$ cat src/rtl/uart_stream_tx.sv
// FIFO-drain UART transmitter: pops bytes from a first-word-fall-through FIFO and
// serialises them with configurable framing, optionally as ASCII hex with CR/LF at end of frame.
module uart_stream_tx #(
    parameter int CLKS_PER_BIT = 417,
    parameter int DATA_BITS    = 8,
    parameter int PARITY       = 0,
    parameter int STOP_BITS    = 1,
    parameter int HEX_MODE     = 0,
    parameter int EOF_NEWLINE  = 1
) (
    input  logic        i_Clock,
    input  logic        i_Rst_n,
    input  logic [7:0]  i_Fifo_Data,
    input  logic        i_Fifo_Eof,
    input  logic        i_Fifo_Empty,
    output logic        o_Fifo_Rd,
    input  logic        i_Pause,
    output logic        o_TX_Serial,
    output logic        o_TX_Active,
    output logic        o_Busy,
    output logic [15:0] o_Byte_Count
);

    localparam int             CW        = $clog2(CLKS_PER_BIT);
    localparam logic [CW-1:0]  CNT_LAST  = CW'(CLKS_PER_BIT - 1);
    localparam logic [7:0]     DATA_MASK = 8'(255 >> (8 - DATA_BITS));
    localparam logic [2:0]     DATA_LAST = 3'(DATA_BITS - 1);
    localparam logic [2:0]     STOP_LAST = 3'(STOP_BITS - 1);

    generate
        if (CLKS_PER_BIT < 2 || DATA_BITS < 5 || DATA_BITS > 8 || PARITY < 0 || PARITY > 2 ||
            STOP_BITS < 1 || STOP_BITS > 2) begin : g_bad_framing
            $error("uart_stream_tx: illegal framing parameters");
        end
        if (HEX_MODE != 0 && DATA_BITS < 7) begin : g_bad_hex
            $error("uart_stream_tx: HEX_MODE requires DATA_BITS >= 7");
        end
    endgenerate

    typedef enum logic [0:0] {F_IDLE, F_EMIT} f_state_t;
    typedef enum logic [2:0] {S_IDLE, S_START, S_DATA, S_PARITY, S_STOP} s_state_t;

    function automatic logic [7:0] hex_char(input logic [3:0] nib);
        if (nib < 4'd10) begin
            hex_char = 8'h30 + {4'h0, nib};
        end else begin
            hex_char = 8'h37 + {4'h0, nib};
        end
    endfunction

    function automatic logic parity_bit(input logic [7:0] c);
        parity_bit = (^(c & DATA_MASK)) ^ (PARITY == 1);
    endfunction

    function automatic logic line_level(input s_state_t s, input logic [2:0] bidx, input logic [7:0] c);
        case (s)
            S_IDLE:   line_level = 1'b1;
            S_START:  line_level = 1'b0;
            S_DATA:   line_level = c[bidx];
            S_PARITY: line_level = parity_bit(c);
            S_STOP:   line_level = 1'b1;
            default:  line_level = 1'b1;
        endcase
    endfunction

    f_state_t       f_q, f_d;
    s_state_t       s_q, s_d;
    logic [CW-1:0]  cnt_q, cnt_d;
    logic [2:0]     bit_q, bit_d;
    logic [31:0]    chars_q, chars_d;
    logic [2:0]     nchar_q, nchar_d;
    logic [2:0]     idx_q, idx_d;
    logic           tx_q, tx_d;
    logic           active_q, active_d;
    logic           busy_q, busy_d;
    logic [15:0]    byte_count_q, byte_count_d;
    logic           rd_s, bit_end_s, char_end_s, more_s, pop_ok_s;
    logic [7:0]     cur_char_s;

    // Next-state logic for serializer, front end, pop strobe and registered line outputs
    always_comb begin
        f_d          = f_q;
        s_d          = s_q;
        cnt_d        = cnt_q;
        bit_d        = bit_q;
        chars_d      = chars_q;
        nchar_d      = nchar_q;
        idx_d        = idx_q;
        byte_count_d = byte_count_q;
        rd_s         = 1'b0;
        char_end_s   = 1'b0;
        pop_ok_s     = 1'b0;
        bit_end_s    = (cnt_q == CNT_LAST);
        more_s       = ((idx_q + 3'd1) < nchar_q);

        if (s_q == S_IDLE || bit_end_s) begin
            cnt_d = '0;
        end else begin
            cnt_d = cnt_q + CW'(1);
        end

        case (s_q)
            S_IDLE: begin
                // Idle with chars still queued means a pause is being honoured
                if (f_q == F_EMIT && !i_Pause) begin
                    s_d = S_START;
                end else begin
                    s_d = S_IDLE;
                end
            end
            S_START: begin
                if (bit_end_s) begin
                    s_d   = S_DATA;
                    bit_d = 3'd0;
                end else begin
                    s_d = S_START;
                end
            end
            S_DATA: begin
                if (bit_end_s && bit_q == DATA_LAST) begin
                    s_d   = (PARITY != 0) ? S_PARITY : S_STOP;
                    bit_d = 3'd0;
                end else if (bit_end_s) begin
                    bit_d = bit_q + 3'd1;
                end else begin
                    s_d = S_DATA;
                end
            end
            S_PARITY: begin
                if (bit_end_s) begin
                    s_d   = S_STOP;
                    bit_d = 3'd0;
                end else begin
                    s_d = S_PARITY;
                end
            end
            S_STOP: begin
                if (bit_end_s && bit_q == STOP_LAST) begin
                    char_end_s = 1'b1;
                    if (more_s) begin
                        idx_d = idx_q + 3'd1;
                        s_d   = i_Pause ? S_IDLE : S_START;
                    end else begin
                        s_d = S_IDLE;
                    end
                end else if (bit_end_s) begin
                    bit_d = bit_q + 3'd1;
                end else begin
                    s_d = S_STOP;
                end
            end
            default: begin
                s_d = S_IDLE;
            end
        endcase

        case (f_q)
            F_IDLE: begin
                pop_ok_s = 1'b1;
            end
            F_EMIT: begin
                if (char_end_s && !more_s) begin
                    byte_count_d = byte_count_q + 16'd1;
                    f_d          = F_IDLE;
                    pop_ok_s     = 1'b1;
                end else begin
                    f_d = F_EMIT;
                end
            end
            default: begin
                f_d = F_IDLE;
            end
        endcase

        // A pop can land in the final stop-bit cycle so the next byte follows without a gap
        if (pop_ok_s && !i_Fifo_Empty && !i_Pause && i_Rst_n) begin
            rd_s  = 1'b1;
            f_d   = F_EMIT;
            s_d   = S_START;
            cnt_d = '0;
            bit_d = 3'd0;
            idx_d = 3'd0;
            if (HEX_MODE != 0) begin
                chars_d = {8'h0A, 8'h0D, hex_char(i_Fifo_Data[3:0]), hex_char(i_Fifo_Data[7:4])};
                nchar_d = (i_Fifo_Eof && EOF_NEWLINE != 0) ? 3'd4 : 3'd2;
            end else begin
                chars_d = {24'h000000, i_Fifo_Data};
                nchar_d = 3'd1;
            end
        end else begin
            rd_s = 1'b0;
        end

        cur_char_s = chars_d[{idx_d[1:0], 3'b000} +: 8];
        tx_d       = line_level(s_d, bit_d, cur_char_s);
        active_d   = (s_d != S_IDLE);
        busy_d     = (f_d == F_EMIT);
    end

    // State and output registers with synchronous active-low reset
    always_ff @(posedge i_Clock) begin
        if (!i_Rst_n) begin
            f_q          <= F_IDLE;
            s_q          <= S_IDLE;
            cnt_q        <= '0;
            bit_q        <= 3'd0;
            chars_q      <= 32'h0;
            nchar_q      <= 3'd0;
            idx_q        <= 3'd0;
            tx_q         <= 1'b1;
            active_q     <= 1'b0;
            busy_q       <= 1'b0;
            byte_count_q <= 16'd0;
        end else begin
            f_q          <= f_d;
            s_q          <= s_d;
            cnt_q        <= cnt_d;
            bit_q        <= bit_d;
            chars_q      <= chars_d;
            nchar_q      <= nchar_d;
            idx_q        <= idx_d;
            tx_q         <= tx_d;
            active_q     <= active_d;
            busy_q       <= busy_d;
            byte_count_q <= byte_count_d;
        end
    end

    assign o_Fifo_Rd    = rd_s;
    assign o_TX_Serial  = tx_q;
    assign o_TX_Active  = active_q;
    assign o_Busy       = busy_q;
    assign o_Byte_Count = byte_count_q;

endmodule

$ cat config.mk
export PLATFORM = sky130hd
export DESIGN_NAME = uart_stream_tx
export DESIGN_NICKNAME = d
export VERILOG_FILES = /design/src/rtl/uart_stream_tx.sv
export SDC_FILE = /design/constraint.sdc
export NUM_CORES = 1
export LEC_CHECK = 0
export ABC_AREA = 1
export CAP_MARGIN = 30
export CORE_MARGIN = 2
export CORE_UTILIZATION = 60
export CTS_BUF_LIST = sky130_fd_sc_hd__clkbuf_8
export DETAILED_ROUTE_END_ITERATION = 10
export PLACE_DENSITY = 0.81
export SYNTH_ARGS = -nofsm -noshare
export SYNTH_HDL_FRONTEND = slang
export SYNTH_SLANG_ARGS = --single-unit
$ cat constraint.sdc
create_clock -name i_Clock -period 3.44 [get_ports i_Clock]
set_clock_uncertainty 0.1 [all_clocks]
set_input_delay 0.344 -clock i_Clock [delete_from_list [all_inputs] [get_ports i_Clock]]
set_output_delay 0.344 -clock i_Clock [all_outputs]
set_load 0.01 [all_outputs]
Yosys cells after proc, flatten, opt, wreduce, memory -nomap -nowiden. Cells that the tools add are included.

Input port bits: 13. Flip-flop bits (word level): 70. Word-level logic and storage cells: 82.

Multiplexer cells: 33. Reductions and logical operators: 20. Equality and inequality tests: 9. $add $sub $neg: 4. Bitwise logic cells: 2. Order comparisons: 2. Shift-type cells: 1.

Operators by type and width (number): two-way mux 3 bit (11); two-way mux 32 bit (1); variable part select 32 x 6 -> 8 bit (1); adder 16 x 1 -> 16 bit (second input constant) (1); case mux 3 bit (5 select lines) (1); equality test 3 x 2 -> 1 bit (second input constant) (4); two-way mux 1 bit (11); two-way mux 2 bit (5); adder 9 x 1 -> 9 bit (second input constant) (1); equality test 9 bit (second input constant) (1); case mux 3 bit (3 select lines) (1); parity 8 bit (1); logical AND 1 bit (7); adder 3 x 1 -> 3 bit (second input constant) (2); equality test 3 x 1 -> 1 bit (second input constant) (2); equality test 3 bit (second input constant) (2); zero test 3 bit (2); less-than comparator 3 x 4 -> 1 bit (second input constant) (1); OR reduction 2 bit (2); binary-select mux 1 bit (select 3 bit) (1); zero test 1 bit (3); less-than comparator 3 x 1 -> 1 bit (1); case mux 1 bit (3 select lines) (1); AND reduction 3 bit (1); other kinds (6) (7).

Depth between registers and ports, before layout.
Word-level depth: 15. Depth in mapped cells: 24. Mapped depth without buffers: 23.

Least setup slack after synthesis. No wires, ideal clock.

Path kind: register to register. From: reg cnt_q[0]. To: reg tx_q (netlist: o_TX_Serial). Period minus slack after synthesis: 2.262 ns. Buffers on the path: 1. Data required time: 3.228 ns. Arrival time: 2.050 ns. Cell stages (with the launch flop): 23. Library setup time: 0.112 ns. Slack: 1.178 ns. Path through: dfxtp_1 > inv_1 > ha_1 > nand2_1 > inv_1 > nand2_1 > nor2_8 > nand3_4 > nand2_4 > nand3_4 > nand2_2 > buf_6 > nand3_1 > nand3_1 > nand2_1 > nand2_1 > nand2_1 > inv_2 > nand2_1 > nand2_1 > nand2_1 > nand3_1 > nand2_1.

Cells in the longest elaborated chain, start to end: 15. Elaborated cells on any way between the ends: 37. Classes of those cells: 4 x eq/ne; 1 x shift; 25 x mux; 7 x reduce/logical.

RTL lines: start, declared (RTL line 68) `logic [CW-1:0] cnt_q, cnt_d;`; start signal, assigned (RTL line 217) `cnt_q <= cnt_d;`; equality test 9 bit (*) (RTL line 93) `bit_end_s = (cnt_q == CNT_LAST);`; logical AND 1 bit (RTL line 138) `if (bit_end_s && bit_q == STOP_LAST) begin`; two-way mux 1 bit (RTL line 138); two-way mux 1 bit (RTL line 102) `case (s_q)`; logical AND 1 bit (RTL line 162) `if (char_end_s && !more_s) begin`; two-way mux 1 bit (RTL line 162); case mux 1 bit (2 select lines) (RTL line 157) `case (f_q)`; logical AND 1 bit (3 in a row) (RTL line 176) `if (pop_ok_s && !i_Fifo_Empty && !i_Pause && i_Rst_n) begin`; two-way mux 32 bit or two-way mux 2 bit (tied branches) (RTL line 176); variable part select 32 x 6 -> 8 bit (RTL line 194) `cur_char_s = chars_d[{idx_d[1:0], 3'b000} +: 8];`; binary-select mux 1 bit (select 3 bit) (RTL line 59) `S_DATA: line_level = c[bidx];`; two-way mux 1 bit (implied by the code) (RTL line 59); case mux 1 bit (3 select lines) (*) (RTL line 56) `case (s)`; end signal, assigned (RTL line 222) `tx_q <= tx_d;`; end, declared (RTL line 73) `logic tx_q, tx_d;`.

Every way passes the cells marked *; elsewhere a longest branch is shown, timed or not. The select of a mux whose other input is x is not followed. A chain may end at the register's enable or synchronous reset.

Worst setup path in the final report.
From: reg cnt_q[0]. To: out o_Fifo_Rd.

Cells in the longest elaborated chain, start to end: 11.

RTL lines: equality test 9 bit (RTL line 93); logical AND 1 bit (RTL line 138); two-way mux 1 bit (RTL line 138); two-way mux 1 bit (RTL line 102); logical AND 1 bit (RTL line 162); two-way mux 1 bit (RTL line 162); case mux 1 bit (2 select lines) (RTL line 157); logical AND 1 bit (3 in a row) (RTL line 176); two-way mux 1 bit (RTL line 176); end, declared (RTL line 16) `output logic o_Fifo_Rd,`.

No other way between the ends.

==> results.py <==
metrics = {
    "worst_setup_path": {
        "critPathRequiredTime_ns": 3.00,
        "path_max_fanout": 17,
        "critPathKind": "reg -> out",
        "crit_chain": "inv_1 -> ha_1 -> nand2_1 -> inv_1 -> nand2_1 -> nor2_8 -> nand3_4 -> nand2_4 -> nand3_4 -> inv_1 -> clkdlybuf4s50_1",
        "crit_path_end_kind": "output port",
        "cp_slowest_stage_delay_ns": 0.55,
        "cp-start-kind": "register",
        "critPathMostFrequentCell": "inv_1",
        "arrival_ns": 2.50,
        "crit_slowest_cell": "clkdlybuf4s50_1",
    },
    "logic_synthesis": {
        "syn_inst": 588,
        "synth_edf_count": 0,
        "synth.cell_area_um2": 3830,
        "synth.distinct_cells": 38,
        "synth_flop_cell": "dfxtp_1",
        "synth.avg_cell_area_um2": 6.51,
        "synth-seq-area-share": 0.366,
        "yosysWarnings": 0,
        "synth.top_cells.by_area": "dfxtp_1 37%, nand2_1 16%, inv_1 9.7%, nand3_1 9.7%, nor2_1 6.7%",
        "yosys.area.top_type": "dfxtp_1",
        "async_flop_share": 0,
        "yosys.area.top_type_share": 0.366,
        "ys_ff_latch": 70,
        "synth_fp_nets": 609,
    },
    "pwr": {
        "switching_share": 0.254,
        "internal-power_mw": 1.21,
        "irDropWorstVdd_v": 0.000268,
        "leakage_nw": 1.98,
        "p_per_area_nw_per_um2": 369,
        "power_frac_comb": 0.094,
        "pwr-share-seq": 0.510,
        "p_clk_frac": 0.395,
        "p_sw_mw": 0.412,
    },
    "floorplan": {
        "die_y_um": 83.9,
        "pin_count": 33,
        "die_w_um": 83.9,
        "start_util": 0.610,
        "core.rowCount": 29,
        "coreArea_um2": 6280,
        "dieArea_um2": 7040,
    },
    "timing": {
        "fmax_mhz": 340,
        "fin_crit_sh": 0.855,
        "hold_viol": 0,
        "layout_min_cycle_time_ns": 2.94,
        "setup_tns_ns": 0,
        "rsz0062_at_grt": "false",
        "setup_viol": 0,
        "slew_headroom": 0.505,
        "slew_viol_final": 0,
        "setup_slack_ns": 0.500,
        "tightest_slew_ns": 0.736,
    },
    "clock_tree": {
        "cts_resized": 0,
        "clkTransAtPathRegs_ns": 0.07,
        "cts_tree": "done",
        "clk_latency_ns": 0.35,
        "cts_buffer_depth": 2,
        "cts.htree.levels": 3,
        "postCtsHoldBufs": 0,
        "clock-sinks": 70,
        "cts-root-buf": "clkbuf_8",
        "cts_setup_buffers": 0,
        "cts_made_buffers": 9,
    },
    "route": {
        "drt_iter0_markers": 179,
        "vias": 3617,
        "wirelength_mm": 8.33,
        "viasPerCell": 5.16,
        "remaining_drc_errors": 0,
        "ant_nets": 0,
        "routedWlPerCell_um": 11.9,
        "firstDrtPassIters": 4,
    },
    "cells_and_area": {
        "nets": 640,
        "utilization": 0.698,
        "synthToLayoutAreaGrowth_pct": 14.4,
        "antennaDiodeCount": 0,
        "drive_above_1_share": 0.0609,
    },
    "global_route": {
        "grt_max_degree": 30,
        "grt_use_total": 0.253,
        "antenna_found_initial": 0,
        "grt_pass1_vias": 3409,
        "overflow": 0,
        "grt_first_pass_wirelength_mm": 14.4,
    },
    "status": {
        "run_status": "complete, no violations",
    },
    "min_path": {
        "hp-class": "reg -> reg",
    },
    "place": {
        "pre_cts_slack_ns": 0.624,
        "gp_congestion": 0.923,
        "dpl.hpwl_mm": 6.21,
        "port_buffers": 31,
    },
    "job": {
        "cap_violations": 0,
    },
}
==> routing by layer <==
layer / up-vias / track usage / routed length, um
met5: - / 0 / 0
met1: 1635 / 0.313 / 3980
met4: 0 / 0.122 / 150
met2: 61 / 0.429 / 3920
li1: 1909 / - / -
met3: 12 / 0.0396 / 282
==> cell usage in the layout (no fill, tap or decap), drive strengths merged <==
cell type | Yosys | routed
dfxtp | 70 | 70
ha | 8 | 8
nor4 | 4 | 4
a31o | 1 | 1
o211ai | 3 | 3
clkinv | 1 | 3
nor2 | 72 | 72
o21bai | 1 | 1
o21ai | 18 | 18
nand3b | 1 | 1
xor2 | 3 | 3
clkdlybuf4s50 | 0 | 31
nand3 | 76 | 76
and3 | 1 | 1
clkbuf | 7 | 9
nand2 | 165 | 165
bufinv | 0 | 1
clkinvlp | 0 | 3
buf | 10 | 6
o21a | 2 | 2
xnor2 | 1 | 1
o2111ai | 1 | 1
inv | 101 | 102
a21oi | 13 | 13
a31oi | 3 | 3
nor3b | 3 | 3
nand4 | 13 | 13
nor3 | 10 | 10
==> synthesized netlist by cell type (3+ instances only) <==
cell,n
nor2_1,68
nor3b_1,3
nand2_1,160
buf_6,3
o211ai_1,3
nand3_1,74
inv_1,99
nor3_1,9
dfxtp_1,70
xor2_1,3
clkbuf_1,7
nand2_2,3
buf_4,3
o21ai_0,16
buf_2,4
a21oi_1,13
nand4_1,13
ha_1,8
nor4_1,3
==> flip-flops by register name, summed over array words and instances (netlist names) <==
signal        flops
chars_q          32
o_Byte_Count     16
cnt_q             9
bit_q             3
idx_q             3
s_q               3
nchar_q           1
o_Busy            1
o_TX_Active       1
o_TX_Serial       1
==> power by group through the flow <==
stage	logic [mW]	registers (mW)	clock network (mW)
3_5_place_dp	0.152	0.844	0
5_1_grt	0.174	0.827	0.683
2_1_floorplan	0.108	0.843	0
6_report	0.153	0.826	0.640
4_1_cts	0.153	0.826	0.654
3_3_place_gp	0.149	0.844	0
==> critical path: cells and delay by family, from the launching register on <==
| family | cells | cell delay [ns] |
|---|---|---|
| buffers and inverters | 4 | 0.85 |
| flip-flops | 1 | 0.33 |
| AND/OR/NAND/NOR | 6 | 0.82 |
| adder cells (fa/ha/maj) | 1 | 0.14 |
==> metrics by stage <==
stage / total power, mW / cell area, um^2 / hold WS [ns] / cells
final: 1.62 / 4380 / 0.329 / 701
after detailed placement: 0.996 / 4190 / 0.319 / 685
after CTS: 1.63 / 4380 / 0.330 / 701
after global placement: 0.993 / 4190 / 0.318 / 685
after global routing: 1.68 / 4380 / 0.348 / 701
after floorplan: 0.951 / 3830 / 0.309 / 588
==> kinds of logic after synthesis <==
| logic type | synth area share |
|---|---|
| AND/OR/NAND/NOR | 0.406 |
| AO/OA/AOI/OAI | 0.0657 |
| buffers and inverters | 0.127 |
| XOR/XNOR | 0.00915 |
| flip-flops | 0.366 |
| adder cells (fa/ha/maj) | 0.0261 |
==> final cells by class <==
cell class                      count  area, um^2
Clock buffer                        9         124
Clock inverter                      7        66.3
Fill cell                         560        1900
Inverter                          102         383
Multi-Input combinational cell    399        1940
Sequential cell                    70        1400
Tap cell                           77        96.3
Timing Repair Buffer               37         368
==> final timing paths <==
kind	startpoint	end	slack, ns	depth (start not counted)
worst max-delay path	cnt_q[0]$_SDFF_PP0_	o_Fifo_Rd	0.50	11
worst max register to register	cnt_q[0]$_SDFF_PP0_	o_TX_Serial$_SDFF_PN1_	0.62	21
worst min-delay path	chars_q[18]$_SDFF_PN0_	chars_q[18]$_SDFF_PN0_	0.33	2
worst min register to register	chars_q[18]$_SDFF_PN0_	chars_q[18]$_SDFF_PN0_	0.33	2
(Power assumes the default switching activity.)
